**src/rtl/operand_loader_pkg.sv**
```systemverilog
// Shared types and default parameters for the operand entry unit.
package operand_loader_pkg;

    typedef enum logic {
        MODE_MANUAL = 1'b0,
        MODE_AUTO   = 1'b1
    } mode_e;

    localparam int unsigned DEF_WIDTH           = 8;
    localparam int unsigned DEF_NUM_OPS         = 2;
    localparam int unsigned DEF_DEBOUNCE_CYCLES = 500000;

endpackage

```
**src/rtl/btn_debounce.sv**
```systemverilog
// Raw push-button conditioning: 2-FF synchroniser, stability counter, registered rise flag.
module btn_debounce
    import operand_loader_pkg::*;
#(
    parameter int unsigned DEBOUNCE_CYCLES = DEF_DEBOUNCE_CYCLES
) (
    input  logic clk,
    input  logic rst_n,
    input  logic btn_raw,
    output logic btn_stable,
    output logic btn_rise
);

    localparam int unsigned CNT_W = $clog2(DEBOUNCE_CYCLES + 1);

    logic [1:0]       sync_q;
    logic             synced;
    logic [CNT_W-1:0] cnt_q, cnt_d;
    logic             stable_d;
    logic             rise_d;

    assign synced = sync_q[1];

    // Level change is accepted only after DEBOUNCE_CYCLES consecutive disagreeing samples.
    always_comb begin
        cnt_d    = '0;
        stable_d = btn_stable;
        rise_d   = 1'b0;
        if (synced != btn_stable) begin
            if (cnt_q + CNT_W'(1) == CNT_W'(DEBOUNCE_CYCLES)) begin
                stable_d = synced;
                rise_d   = synced;
            end else begin
                cnt_d = cnt_q + CNT_W'(1);
            end
        end
    end

    always_ff @(posedge clk or negedge rst_n) begin
        if (!rst_n) begin
            sync_q     <= '0;
            cnt_q      <= '0;
            btn_stable <= 1'b0;
            btn_rise   <= 1'b0;
        end else begin
            sync_q     <= {sync_q[0], btn_raw};
            cnt_q      <= cnt_d;
            btn_stable <= stable_d;
            btn_rise   <= rise_d;
        end
    end

endmodule

```
**src/rtl/operand_loader.sv**
```systemverilog
// Operand entry unit: debounced load button writes switch data into manual- or auto-selected registers.
module operand_loader
    import operand_loader_pkg::*;
#(
    parameter int unsigned WIDTH           = DEF_WIDTH,
    parameter int unsigned NUM_OPS         = DEF_NUM_OPS,
    parameter int unsigned DEBOUNCE_CYCLES = DEF_DEBOUNCE_CYCLES,
    parameter int unsigned IDX_W           = $clog2(NUM_OPS)
) (
    input  logic                     clk,
    input  logic                     rst_n,
    input  logic                     btn_load,
    input  logic                     clr,
    input  logic                     mode,
    input  logic [IDX_W-1:0]         sel,
    input  logic [WIDTH-1:0]         data_in,
    output logic [NUM_OPS*WIDTH-1:0] operands,
    output logic [IDX_W-1:0]         ptr,
    output logic [NUM_OPS-1:0]       loaded_mask,
    output logic                     all_loaded,
    output logic                     load_pulse
);

    localparam logic [IDX_W-1:0] LAST_IDX = IDX_W'(NUM_OPS - 1);

    logic                            btn_stable;
    logic                            btn_rise;
    logic                            load_req;
    logic                            sel_ok;
    logic [NUM_OPS-1:0][WIDTH-1:0]   ops_q, ops_d;
    logic [IDX_W-1:0]                ptr_d;
    logic [NUM_OPS-1:0]              mask_d;
    logic                            all_d;
    logic                            pulse_d;

    btn_debounce #(
        .DEBOUNCE_CYCLES(DEBOUNCE_CYCLES)
    ) u_btn_load (
        .clk       (clk),
        .rst_n     (rst_n),
        .btn_raw   (btn_load),
        .btn_stable(btn_stable),
        .btn_rise  (btn_rise)
    );

    // Rise is only meaningful while the debounced level is high.
    assign load_req = btn_rise & btn_stable;
    assign sel_ok   = {1'b0, sel} < (IDX_W + 1)'(NUM_OPS);
    assign operands = ops_q;

    always_comb begin
        ops_d   = ops_q;
        mask_d  = loaded_mask;
        ptr_d   = ptr;
        pulse_d = 1'b0;
        if (clr) begin
            ops_d  = '0;
            mask_d = '0;
            ptr_d  = '0;
        end else if (load_req) begin
            if (mode_e'(mode) == MODE_AUTO) begin
                ops_d[ptr]  = data_in;
                mask_d[ptr] = 1'b1;
                pulse_d     = 1'b1;
                ptr_d       = (ptr == LAST_IDX) ? '0 : ptr + IDX_W'(1);
            end else if (sel_ok) begin
                ops_d[sel]  = data_in;
                mask_d[sel] = 1'b1;
                pulse_d     = 1'b1;
            end
        end
        all_d = &mask_d;
    end

    always_ff @(posedge clk or negedge rst_n) begin
        if (!rst_n) begin
            ops_q       <= '0;
            ptr         <= '0;
            loaded_mask <= '0;
            all_loaded  <= 1'b0;
            load_pulse  <= 1'b0;
        end else begin
            ops_q       <= ops_d;
            ptr         <= ptr_d;
            loaded_mask <= mask_d;
            all_loaded  <= all_d;
            load_pulse  <= pulse_d;
        end
    end

endmodule

```
**config.mk**
```make
export PLATFORM = sky130hd
export DESIGN_NAME = operand_loader
export DESIGN_NICKNAME = d
export VERILOG_FILES = /design/src/rtl/operand_loader_pkg.sv /design/src/rtl/btn_debounce.sv /design/src/rtl/operand_loader.sv
export SDC_FILE = /design/constraint.sdc
export NUM_CORES = 1
export LEC_CHECK = 0
export CORE_MARGIN = 1
export CORE_UTILIZATION = 56
export DETAILED_ROUTE_END_ITERATION = 12
export PLACE_DENSITY = 0.84
export SLEW_MARGIN = 5
export SYNTH_ARGS = -nofsm -noshare
export SYNTH_HDL_FRONTEND = slang
export SYNTH_SLANG_ARGS = --single-unit
export TNS_END_PERCENT = 30
```
**constraint.sdc**
```tcl
create_clock -name clk -period 3.8 [get_ports clk]
set_input_delay 0.57 -clock clk [delete_from_list [all_inputs] [get_ports clk]]
set_output_delay 0.57 -clock clk [all_outputs]
set_load 0.01 [all_outputs]
```
==> results of run 1 <==
==> worst paths after layout <==
| check | start | endpoint | slack [ns] | cells past startpoint |
|---|---|---|---|---|
| setup / recovery | u_btn_load.cnt_q[0] | u_btn_load.cnt_q[3] | 1.14 | 7 |
| hold / removal | u_btn_load.sync_q[0] | u_btn_load.sync_q[1] | 0.35 | 0 |
| setup reg to reg | u_btn_load.cnt_q[0] | u_btn_load.cnt_q[3] | 1.14 | 7 |
| hold reg to reg | u_btn_load.sync_q[0] | u_btn_load.sync_q[1] | 0.35 | 0 |
| max in group asynchronous | rst_n | u_btn_load.cnt_q[11] | 2.81 | 1 |
| min in group asynchronous | rst_n | u_btn_load.cnt_q[2] | 0.40 | 1 |
==> cell usage after synthesis (all sizes together) (3+ instances only) <==
cell type / number / area [um^2]
nor3: 6 / 30.0
buf: 4 / 28.8
xor2: 5 / 43.8
nand2: 4 / 15.0
xnor2: 14 / 123
mux2i: 19 / 190
dfrtp: 44 / 1100
nor2: 44 / 165
nor4b: 3 / 26.3
nand3: 12 / 65.1
clkbuf: 4 / 15.0
inv: 5 / 18.8
nand4: 5 / 37.5
==> through the flow <==
step | power (W) | std cells | setup WS (ns) | util (%) | area [um^2]
2_1_floorplan | 0.000498 | 194 | 1.60 | - | 2090
3_3_place_gp | 0.000522 | 266 | 1.33 | 70.8 | 2440
3_5_place_dp | 0.000524 | 266 | 1.18 | 70.8 | 2440
4_1_cts | 0.000798 | 273 | 1.16 | 73.2 | 2520
5_1_grt | 0.000825 | 273 | 0.852 | 73.2 | 2520
6_report | 0.000788 | 273 | 1.14 | 73.2 | 2520
==> cell families (layout without fill, tap and decap cells) <==
| group | count (synthesis) | count (layout) | share of synthesized area (%) |
|---|---|---|---|
| buf+inv | 13 | 46 | 2.99 |
| compound gates | 7 | 7 | 3.35 |
| xor+xnor | 19 | 19 | 7.96 |
| flops | 44 | 44 | 52.7 |
| mux | 20 | 20 | 9.64 |
| simple gates | 90 | 90 | 22.8 |
| fa+ha+maj | 1 | 1 | 0.599 |
==> layer usage <==
| metal | vias up | GRT usage, % | share of wire (%) |
|---|---|---|---|
| li1 | 731 | - | - |
| met1 | 766 | 32.6 | 42 |
| met2 | 48 | 39.1 | 51 |
| met3 | 9 | 5.62 | 5.0 |
| met4 | 0 | 8.43 | 1.7 |
| met5 | - | 0 | 0 |
==> registers in the layout, indices dropped and copies added (netlist names), 2 cells and up <==
| register | flops |
|---|---|
| u_btn_load.sync_q | 2 |
| operands | 16 |
| loaded_mask | 2 |
| u_btn_load.cnt_q | 19 |
==> cell type report <==
class	instances	share of cell area [%]
flip-flops and latches	44	43.7
multi-input cells	137	36.7
repair buffers	34	13.3
clock buffers	5	2.73
well taps	46	2.28
inverters	5	0.745
clock inverters	2	0.497
==> power breakdown <==
| part | internal (W) | total, W | leakage (nW) | switching, W |
|---|---|---|---|---|
| clock | 0.000124 | 0.000274 | 0.0400 | 0.000150 |
| sequential | 0.000471 | 0.000475 | 0.608 | 0.00000360 |
| combinational | 0.0000165 | 0.0000388 | 0.443 | 0.0000223 |
| total | 0.000612 | 0.000788 | 1.09 | 0.000176 |
==> reports/summary.txt, run 1 <==
status: completed
Final Cycle Share: 70.1%
Via density: 5.69
Worst Hold Class: reg2reg
arrival time at the worst endpoint: 2.82 ns
fin. max-slew vios: 0
synth-to-layout area growth: 20.6%
yosys warns: 0
Critical Path Fanout Max: 15
max incr delay on CP: 0.60 ns
vias in the first global route: 1584
Worst path top cell family by delay: simple AND/OR/NAND/NOR gates
Initial DRT Pass Iterations: 4
Pleak: 1.09 nW
WP buf/inv: 0
CTS tree: built
Slew Limit Headroom: 38.4%
layout cells sized above 1: 7.05%
# nets final: 242
root buf cell: clkbuf_8
fillers: 257
GRT overflow: 0
#FFs+latches synth: 44
CP Class: reg2reg
Tightest Pin Transition: 0.924 ns
highest-count cells in the layout ignoring fill and taps: nor2_1 (44), dfrtp_1 (44), clkdlybuf4s50_1 (33)
asr flop ratio synth: 100%
RD Place Congestion: 0.834
crit path cell chain: ha_1, nand2_1, or3_1, nor4b_1, nand3_1, o31ai_4, nor2_1
element type at the critical path end: register
DP Wirelength: 3030 um
Initial Util: 60.7%
Die X: 63.1 um
core area: 3440 um^2
# rows: 21
Post-Syn Nets: 209
cts bufs inserted: 5
Synth cell types: 37
global-route wire length before repair: 7440 um
Detail Route Antenna Nets: 0
Post-synth EDFFs: 0
mapped cell area: 2090 um^2
Initial DRC Count: 98
Clk Latency, worst-skew pair: 0.30 ns
Max Root-Sink Buffers: 2
PostCTS Resize Cnt: 0
CTS Hold Buffers Added: 0
Post-Route WL: 4260 um
register area share after synthesis: 52.7%
Setup Fix Bufs, Post-CTS: 0
critical path startpoint category: register
Total GRT Usage: 24.4%
Crit-path slowest cell: o31ai_4
antenna violations before repair: 0
VDD IR-drop max: 0.325 mV
ys flop type: dfrtp_1
CTS clk-pin slew, worst paths: 0.08 ns
largest net degree at the start of global routing: 45
post-DR wirelength/cell: 15.6 um
RSZ-0062 raised after global routing: no
setup_tns: 0 ns
final number of setup-violating endpoints: 0
I/O pin total: 35
area of the die: 3980 um^2
Max Cap Viol: 0
Max Clock Skew: 0.00622 ns
Buffers on Ports: 34
Worst EP required: 3.96 ns
min cycle time layout: 2.66 ns
Mean Syn Cell Area: 10.8 um^2
endpoints failing hold: 0
fmax: 0.376 GHz
pwr dens: 313 nW/um^2
DIE HEIGHT: 63.1 um
routed vias: 1554
H-tree depth: 2
DRC: 0
Clock Sinks: 44
ANT cells: 0
multi-input logic area: 926 um^2
Mapped Cells: 194
register area: 1100 um^2
Hold WS: 0.353 ns
Note: power is estimated with default switching activity, not from simulation.
==> run 2: changes to the inputs <==
- CORE_UTILIZATION: 56 -> 47
- PLACE_DENSITY: 0.84 -> 0.76
- clock period: 3.8 -> 2.4 ns (I/O delays scaled with it)
==> reports/summary.txt, run 2 (synthesized netlist as in run 1, its figures left out) <==
setup slack at placement: 0.135 ns (-1.04 ns)
multi-input logic area: 931 um^2 (+0.54%)
post-DR wirelength/cell: 14.2 um (-8.9%)
routed vias: 1492 (-4.0%)
min cycle time layout: 2.21 ns (-0.454 ns)
commonest non-fill, non-tap cell in the layout: nor2_1
status: completed
DIE HEIGHT: 68.7 um (+8.9%)
met3 Resource Use GR: 3.95% (-1.7 points)
# nets final: 253 (+4.5%)
antenna violations before repair: 0 (unchanged)
CTS Hold Buffers Added: 0 (unchanged)
register name with the most flops: u_btn_load.cnt_q
met1 Track Usage GR: 26.3% (-6.3 points)
R2R depth: 7 (unchanged)
Psw: 0.000302 W (+72%)
CTS tree: built
Post-Route WL: 4110 um (-3.6%)
Post-Layout Cell Count: 289 (+5.9%)
Max Cap Viol: 0 (unchanged)
Critical R2R Capture: u_btn_load.btn_rise
max FFs per register: 19 (unchanged)
Via density: 5.16 (-9.3%)
Initial DRC Count: 107 (+9.2%)
core area: 4140 um^2 (+20%)
Initial DRT Pass Iterations: 4 (unchanged)
Worst EP required: 2.59 ns (-1.37 ns)
GRT overflow: 0 (unchanged)
fillers: 356 (+39%)
Cells after DPL: 281 (+5.6%)
RSZ-0062 raised after global routing: no
logic gate share of total power: 5.2% (+0.3 points)
Clk Latency, worst-skew pair: 0.30 ns (about the same)
Worst Hold Class: in2async
clock network power share: 37.5% (+2.7 points)
r2r setup slk: 0.19 ns (-0.95 ns)
final number of setup-violating endpoints: 0 (unchanged)
Clock Sinks: 44 (unchanged)
Tightest Pin Transition: 0.919 ns (-0.00487 ns)
synth-to-layout area growth: 25.9%
Pleak: 1.14 nW (+4.9%)
root buf cell: clkbuf_8
internal power: 0.00101 W (+65%)
Detail Route Antenna Nets: 0 (unchanged)
ANT cells: 0 (unchanged)
arrival time at the worst endpoint: 2.40 ns (-0.42 ns)
endpoints failing hold: 0 (unchanged)
VDD IR-drop max: 0.300 mV (-7.7%)
fin. max-slew vios: 0 (unchanged)
Seq pwr share: 57.3% (-3.0 points)
vias in the first global route: 1479 (-6.6%)
DP Wirelength: 2960 um (-2.5%)
GR peak layer: met2
cts bufs inserted: 5 (unchanged)
fmax: 0.453 GHz (+21%)
setup_tns: 0 ns (unchanged)
Die X: 68.7 um (+8.9%)
fin worst setup slack: 0.192 ns (-0.946 ns)
Total GRT Usage: 20.0% (-4.5 points)
Max Clock Skew: 0.00517 ns (-0.00105 ns)
RD Place Congestion: 0.792 (-4.9%)
layout cells sized above 1: 13.0% (+5.9 points)
DRC: 0 (unchanged)
I/O pin total: 35 (unchanged)
Critical Path Fanout Max: 4 (-11)
Slew Limit Headroom: 38.5% (+0.098 points)
element type at the critical path end: register
register area: 1100 um^2 (+0.23%)
Final Cycle Share: 92.0% (+22 points)
Max Root-Sink Buffers: 2 (unchanged)
FF-to-FF Start: u_btn_load.cnt_q[0]
highest-count cells in the layout ignoring fill and taps: nor2_1 (44), dfrtp_1 (42), clkdlybuf4s50_1 (33)
switching share of power: 23.0% (+0.72 points)
largest net degree at the start of global routing: 24 (-47%)
CTS clk-pin slew, worst paths: 0.08 ns (about the same)
# rows: 23 (+9.5%)
critical path startpoint category: register
GR Util met2: 31.5% (-7.6 points)
CP Class: reg2reg
Initial Util: 50.4% (-10 points)
pwr dens: 499 nW/um^2 (+60%)
global-route wire length before repair: 6760 um (-9.1%)
area of the die: 4720 um^2 (+19%)
H-tree depth: 2 (unchanged)
Buffers on Ports: 34 (unchanged)
-- run 2: cell count changes in the layout (fill, tap and decap cells not counted), sizes merged --
cell	previous run	this run
clkinv	1	0
clkinvlp	1	2
buf	1	12
clkbuf	5	6
-- run 2: area by class of cell --
type / instances / area share [%]
clock buffers: 6 / 3.14
clock inverters: 2 / 0.571
inverters: 5 / 0.713
multi-input cells: 137 / 35.4
flip-flops and latches: 44 / 41.9
well taps: 50 / 2.38
repair buffers: 45 / 15.9
-- run 2: how the worst max path moves through the flow --
stage,from,depth (start not counted),endpoint
floorplan,u_btn_load.cnt_q[0],7,u_btn_load.btn_stable
global placement,u_btn_load.cnt_q[5],6,u_btn_load.btn_stable
detailed placement,u_btn_load.cnt_q[5],6,u_btn_load.btn_stable
CTS,u_btn_load.cnt_q[5],6,u_btn_load.btn_stable
global route,u_btn_load.cnt_q[5],7,u_btn_load.cnt_q[2]
finish,u_btn_load.cnt_q[0],7,u_btn_load.btn_rise
-- run 2: through the flow --
stage          cell area, um^2  hold slack [ns]  total power [W]  utilization (%)
6_report                  2630           0.0116          0.00131             63.5
5_1_grt                   2630           0.0518          0.00136             63.5
4_1_cts                   2620           0.0231          0.00133             63.3
3_5_place_dp              2530            0.345         0.000837             61.0
3_3_place_gp              2530            0.336         0.000836             61.0
2_1_floorplan             2090           0.0644         0.000789                -
-- run 2: power by group through the flow --
stage / clock (W) / sequential (W) / combinational [W]
after global placement: 0 / 0.000766 / 0.0000693
after CTS: 0.000512 / 0.000752 / 0.0000707
after global routing: 0.000535 / 0.000753 / 0.0000770
after floorplan: 0 / 0.000764 / 0.0000250
after detailed placement: 0 / 0.000767 / 0.0000706
final: 0.000493 / 0.000752 / 0.0000685
-- run 2: critical path, cell delays in order (launching register included) --
cell and delay [ns]:
dfrtp_1 0.39, ha_1 0.25, nand2_1 0.08, or3_1 0.31, nor4b_1 0.30, nand3_1 0.23, or2_1 0.29, nor4b_1 0.26
-- run 2: routing by layer --
metal	part of all wire, %	routed length [um]
met2	49	2000
met1	47	1950
met5	0	0
met3	2.3	93
met4	1.6	64
-- run 2: what timing repair did --
action,4_1_cts,5_1_grt
resized for setup,0,3
endpoints found under the setup margin,0,17
buffers inserted,0,0
==> run 3: changes to the inputs <==
- CORE_MARGIN: 1 -> default
==> results of run 3 <==
Final layout, timing and power as in run 2 (identical DEF).
